**config.mk**
```make
export PLATFORM = sky130hd
export DESIGN_NAME = button_event_flat
export DESIGN_NICKNAME = d
export VERILOG_FILES = /design/src/rtl/button_event_if.sv /design/src/rtl/button_event.sv /design/src/flat_wrapper.sv
export SDC_FILE = /design/constraint.sdc
export NUM_CORES = 1
export LEC_CHECK = 0
export BUFFER_PORTS_ARGS = -buffer_cell sky130_fd_sc_hd__buf_4
export CAP_MARGIN = 5
export CORE_ASPECT_RATIO = 0.5
export CORE_MARGIN = 2
export CORE_UTILIZATION = 25
export DETAILED_ROUTE_END_ITERATION = 6
export HOLD_SLACK_MARGIN = 0.15
export SLEW_MARGIN = 20
export SYNTH_ARGS = -nofsm -noshare
export SYNTH_HDL_FRONTEND = slang
export SYNTH_SLANG_ARGS = --single-unit
```
**constraint.sdc**
```tcl
create_clock -name clk -period 3.71 [get_ports clk]
set_input_delay 0.371 -clock clk [delete_from_list [all_inputs] [get_ports clk]]
set_output_delay 0.371 -clock clk [all_outputs]
set_load 0.01 [all_outputs]
```
**src/rtl/button_event_if.sv**
```systemverilog
// Button gesture bus: debounced level in, one-cycle event pulses and held level out.
interface button_event_if;
  logic i_btn;
  logic o_short;
  logic o_long;
  logic o_double;
  logic o_repeat;
  logic o_held;

  modport master (
    output i_btn,
    input  o_short,
    input  o_long,
    input  o_double,
    input  o_repeat,
    input  o_held
  );

  modport slave (
    input  i_btn,
    output o_short,
    output o_long,
    output o_double,
    output o_repeat,
    output o_held
  );
endinterface

```
**src/rtl/button_event.sv**
```systemverilog
// Gesture classifier: short / long / double-click pulses from a debounced button level.
// Optional auto-repeat while held long is built only with BUTTON_EVENT_REPEAT_EN defined.
module button_event #(
  parameter int LONG_CLOCKS   = 50_000_000,
  parameter int DOUBLE_CLOCKS = 25_000_000,
  parameter int REPEAT_CLOCKS = 10_000_000
) (
  input  logic          clk,
  input  logic          rst,
  button_event_if.slave bus
);

  localparam int MAX_LD     = (LONG_CLOCKS > DOUBLE_CLOCKS) ? LONG_CLOCKS : DOUBLE_CLOCKS;
  localparam int MAX_CLOCKS = (MAX_LD > REPEAT_CLOCKS) ? MAX_LD : REPEAT_CLOCKS;
  localparam int CNT_W      = $clog2(MAX_CLOCKS);

  localparam logic [CNT_W-1:0] CNT_ZERO    = {CNT_W{1'b0}};
  localparam logic [CNT_W-1:0] CNT_ONE     = CNT_W'(1);
  localparam logic [CNT_W-1:0] LONG_LAST   = CNT_W'(LONG_CLOCKS - 1);
  localparam logic [CNT_W-1:0] DOUBLE_LAST = CNT_W'(DOUBLE_CLOCKS - 1);
`ifdef BUTTON_EVENT_REPEAT_EN
  localparam logic [CNT_W-1:0] REPEAT_LAST = CNT_W'(REPEAT_CLOCKS - 1);
`endif

  typedef enum logic [2:0] {
    ST_IDLE  = 3'd0,
    ST_HOLD  = 3'd1,
    ST_GAP   = 3'd2,
    ST_HOLD2 = 3'd3,
    ST_LONG  = 3'd4
  } state_t;

  state_t           state_r;
  logic [CNT_W-1:0] cnt_r;
  logic             btn_q_r;
  logic             armed_r;
  logic             short_r;
  logic             long_r;
  logic             double_r;
`ifdef BUTTON_EVENT_REPEAT_EN
  logic             rpt_r;
`endif

  // Gesture FSM with the shared counter and all registered event outputs.
  always_ff @(posedge clk or posedge rst) begin
    if (rst) begin
      state_r  <= ST_IDLE;
      cnt_r    <= CNT_ZERO;
      btn_q_r  <= 1'b0;
      armed_r  <= 1'b0;
      short_r  <= 1'b0;
      long_r   <= 1'b0;
      double_r <= 1'b0;
`ifdef BUTTON_EVENT_REPEAT_EN
      rpt_r    <= 1'b0;
`endif
    end else begin
      btn_q_r  <= bus.i_btn;
      // A press only counts once the button has been seen released after reset.
      armed_r  <= armed_r | ~bus.i_btn;
      short_r  <= 1'b0;
      long_r   <= 1'b0;
      double_r <= 1'b0;
`ifdef BUTTON_EVENT_REPEAT_EN
      rpt_r    <= 1'b0;
`endif
      case (state_r)
        ST_IDLE: begin
          if (bus.i_btn && !btn_q_r && armed_r) begin
            state_r <= ST_HOLD;
            cnt_r   <= CNT_ZERO;
          end
        end
        ST_HOLD: begin
          if (!bus.i_btn) begin
            state_r <= ST_GAP;
            cnt_r   <= CNT_ZERO;
          end else if (cnt_r == LONG_LAST) begin
            state_r <= ST_LONG;
            cnt_r   <= CNT_ZERO;
            long_r  <= 1'b1;
          end else begin
            cnt_r   <= cnt_r + CNT_ONE;
          end
        end
        ST_GAP: begin
          // The second press wins over a timeout on the same edge.
          if (bus.i_btn) begin
            state_r  <= ST_HOLD2;
            cnt_r    <= CNT_ZERO;
            double_r <= 1'b1;
          end else if (cnt_r == DOUBLE_LAST) begin
            state_r  <= ST_IDLE;
            cnt_r    <= CNT_ZERO;
            short_r  <= 1'b1;
          end else begin
            cnt_r    <= cnt_r + CNT_ONE;
          end
        end
        ST_HOLD2: begin
          if (!bus.i_btn) begin
            state_r <= ST_IDLE;
            cnt_r   <= CNT_ZERO;
          end
        end
        ST_LONG: begin
          if (!bus.i_btn) begin
            state_r <= ST_IDLE;
            cnt_r   <= CNT_ZERO;
          end else begin
`ifdef BUTTON_EVENT_REPEAT_EN
            if (cnt_r == REPEAT_LAST) begin
              cnt_r <= CNT_ZERO;
              rpt_r <= 1'b1;
            end else begin
              cnt_r <= cnt_r + CNT_ONE;
            end
`else
            cnt_r <= cnt_r;
`endif
          end
        end
        default: begin
          state_r <= ST_IDLE;
          cnt_r   <= CNT_ZERO;
        end
      endcase
    end
  end

  assign bus.o_short  = short_r;
  assign bus.o_long   = long_r;
  assign bus.o_double = double_r;
  assign bus.o_held   = btn_q_r;
`ifdef BUTTON_EVENT_REPEAT_EN
  assign bus.o_repeat = rpt_r;
`else
  assign bus.o_repeat = 1'b0;
`endif

endmodule
```
**src/flat_wrapper.sv**
```systemverilog
// flat-port wrapper written by rule: the top's interface ports become plain ports
module button_event_flat 
#(
  parameter int LONG_CLOCKS   = 50_000_000,
  parameter int DOUBLE_CLOCKS = 25_000_000,
  parameter int REPEAT_CLOCKS = 10_000_000
)
  (clk, rst, bus_i_btn, bus_o_short, bus_o_long, bus_o_double, bus_o_repeat, bus_o_held);
  button_event_if bus_i ();
  input  logic clk;
  input  logic rst;
  input wire logic [$bits(bus_i.i_btn)-1:0] bus_i_btn;
  output wire logic [$bits(bus_i.o_short)-1:0] bus_o_short;
  output wire logic [$bits(bus_i.o_long)-1:0] bus_o_long;
  output wire logic [$bits(bus_i.o_double)-1:0] bus_o_double;
  output wire logic [$bits(bus_i.o_repeat)-1:0] bus_o_repeat;
  output wire logic [$bits(bus_i.o_held)-1:0] bus_o_held;
  assign bus_i.i_btn = bus_i_btn;
  assign bus_o_short = bus_i.o_short;
  assign bus_o_long = bus_i.o_long;
  assign bus_o_double = bus_i.o_double;
  assign bus_o_repeat = bus_i.o_repeat;
  assign bus_o_held = bus_i.o_held;
  button_event #(.LONG_CLOCKS(LONG_CLOCKS), .DOUBLE_CLOCKS(DOUBLE_CLOCKS), .REPEAT_CLOCKS(REPEAT_CLOCKS)) u_core (.clk(clk), .rst(rst), .bus(bus_i));
endmodule
```
==> results.py <==
metrics = {
    "place": {
        "io_buffer_count": 6,
        "dp_hpwl_um": 2820,
        "globalplace.congestion": 0.908,
        "place_ws_ps": 1070,
    },
    "timing": {
        "post-route-period-util": 0.724,
        "tightest_slew_ps": 808,
        "slew_headroom": 0.461,
        "worst_slack_ps": 1020,
        "min_period_ps": 2690,
        "drv_slew": 0,
        "setup_viol": 0,
        "hold_viol": 0,
        "rsz0062_at_grt": "no",
        "skew_ps": 3.41,
        "finalSetupTns_ps": 0,
        "fmax_mhz": 372,
    },
    "yosys": {
        "synth-seq-cells": 34,
        "syn_area_um2": 1970,
        "yosysWarnings": 0,
        "ys_seq_area_frac": 0.433,
        "async_flop_share": 1.00,
        "syn-num-nets": 208,
        "yosysUniqueCellTypes": 52,
        "syn_inst": 204,
        "avgSynthCellArea_um2": 9.64,
        "synth-edff-count": 0,
        "synth_ff_type": "dfrtp_1",
    },
    "drt": {
        "vias": 1574,
        "vias_per_cell": 4.95,
        "dr.first_iter.drc_count": 90,
        "postRouteWirelength_um": 4060,
        "wl_per_cell_um": 12.8,
        "antenna_left": 0,
        "drc": 0,
        "first_pass_iters": 4,
    },
    "hold_path": {
        "hold_class": "in2async",
    },
    "global_route": {
        "grt_pass1_wl_um": 7120,
        "grt_overflow": 0,
        "antenna_found_initial": 0,
        "grt_max_degree": 22,
        "grtUsageTotal": 0.106,
        "grt_pass1_vias": 1539,
    },
    "finish": {
        "antenna_cells": 0,
        "drive_above_1_share": 0.152,
        "area_growth_pct": 13.4,
        "nets": 214,
        "seq_area_um2": 851,
        "multi_input_area_um2": 1040,
        "nFillCells": 769,
    },
    "floorplanning": {
        "die_w_um": 129,
        "die_y_um": 66.7,
        "initial_core_util": 0.264,
        "rows": 22,
        "die_area_um2": 8630,
        "pin_count": 8,
        "core_region_area_um2": 7460,
    },
    "setup_path": {
        "r2r_setup_slack_ps": 1020,
        "timing.critical_path.to_type": "flop",
        "ff2ff_path_depth": 5,
        "r2r-end": "u_core.cnt_r[25]",
        "reg2reg_from": "u_core.state_r[1]",
        "worstPathMaxFanout": 13,
        "crit_required_ps": 3910,
        "critPathKind": "reg2reg",
        "cp.arrival_ps": 2880,
        "start_kind": "flop",
    },
    "clocking": {
        "post_cts_resized": 0,
        "cts_tree": "built",
        "holdBufCountCts": 0,
        "htree_levels": 2,
        "clk-insertion-delay-late_ps": 270,
        "clockBufferDepth": 2,
        "cts_root_buf": "clkbuf_16",
        "cts_buffers": 5,
        "clk_pin_slew_worst_paths_ps": 50,
        "clock-sinks": 34,
        "cts_setup_buffers": 0,
    },
    "pwr": {
        "leakagePower_uw": 0.000892,
        "vdd_ir_drop_max_mv": 0.211,
        "power_density_nw_per_um2": 481,
    },
    "outcome": {
        "outcome": "finished clean",
    },
    "flow_run": {
        "max_cap_viol_count": 0,
    },
}
## where the power goes
group	internal (uW)	switching, uW	total (uW)
Clock	242	139	380
Combinational	84.9	178	263
Sequential	397	30.6	428
## cell families (layout without fill, tap and decap cells)
family,Yosys count,after routing,share of synthesized area
and+or+nand+nor,106,106,0.328
AOI/OAI and AO/OA,39,39,0.142
DFF,34,34,0.433
buffers and inverters,12,18,0.0376
xor gates and xnor gates,9,9,0.0401
muxes,2,2,0.0108
adders and majority gates,1,1,0.00636
other,1,1,0.00191
## area by class of cell
cell class                 instances  share of cell area
multi-input combinational        158               0.467
sequential                        34               0.382
tap                              108              0.0606
clock buffer                       5              0.0561
timing repair buffer               7              0.0236
inverter                           4             0.00673
clock inverter                     2             0.00449
## sequential cells by signal, indices dropped and copies added, names as in the netlist
signal               cells
u_core.state_r           3
u_core.bus.o_held        1
u_core.bus.o_long        1
u_core.cnt_r            26
u_core.bus.o_short       1
u_core.bus.o_double      1
u_core.armed_r           1
## cells in the final DEF, fill, tap and decap left out, types with 3 or more instances in the layout
master	instances
nand4b_1	3
dfrtp_1	34
nand3_1	7
nor3_1	3
nand4_1	12
o21ai_0	12
buf_4	7
xor2_1	8
and3_1	4
nor2_1	19
or3_1	10
nand2_1	19
clkbuf_16	5
and4_1	5
a21oi_2	6
inv_1	4
a21oi_1	9
## per-layer routing
layer,routed length [um],global-route usage,vias up
li1,-,-,765
met1,2020,0.138,765
met2,1780,0.155,33
met3,135,0.0297,11
met4,119,0.0666,0
met5,0,0,-
## critical path, cell delays in order (launching register included)
cell and delay, ps:
dfrtp_1 460, and4b_1 250, a31oi_2 550, nand4_1 550
or4_1 650, a21oi_1 150
## through the flow
step	util	cell area (um^2)	std cells	hold slack, ps	total power, uW
after global placement	0.281	2090	311	457	688
after global routing	0.299	2230	318	296	1130
after detailed placement	0.281	2090	311	454	699
final	0.299	2230	318	260	1070
after CTS	0.299	2230	318	285	1080
after floorplan	-	1970	204	402	687
## worst max path at each step
stage / from / endpoint / slack [ps] / cells past startpoint
after CTS: u_core.state_r[1] / u_core.cnt_r[25] / 1050 / 5
final: u_core.state_r[1] / u_core.cnt_r[25] / 1020 / 5
after detailed placement: bus_i_btn / u_core.cnt_r[25] / 1070 / 6
after global placement: bus_i_btn / u_core.cnt_r[25] / 1170 / 6
after floorplan: u_core.cnt_r[15] / u_core.cnt_r[25] / 1740 / 6
after global routing: u_core.state_r[2] / u_core.cnt_r[25] / 840 / 5
## synthesized netlist by cell type, types with 2 or more instances
library cell,n,share of area
o21ai_0,12,0.031
a221o_1,2,0.010
nand3b_1,2,0.0076
dfrtp_1,34,0.43
and3b_1,2,0.0089
clkbuf_1,4,0.0076
a21oi_2,6,0.027
xor2_1,8,0.036
inv_1,4,0.0076
nand2_1,19,0.036
a21oi_1,9,0.023
nor2_1,19,0.036
or4b_4,2,0.014
nor2b_1,2,0.0064
and3_1,4,0.013
nand2b_1,2,0.0064
nand4b_1,3,0.013
nand3_1,7,0.018
and4_1,5,0.022
or3_1,10,0.032
nor4b_1,2,0.0089
or4_1,2,0.0076
nand4_1,12,0.038
nor3_1,3,0.0076
o31ai_1,2,0.0076
Power figures use the tool's default switching activity.
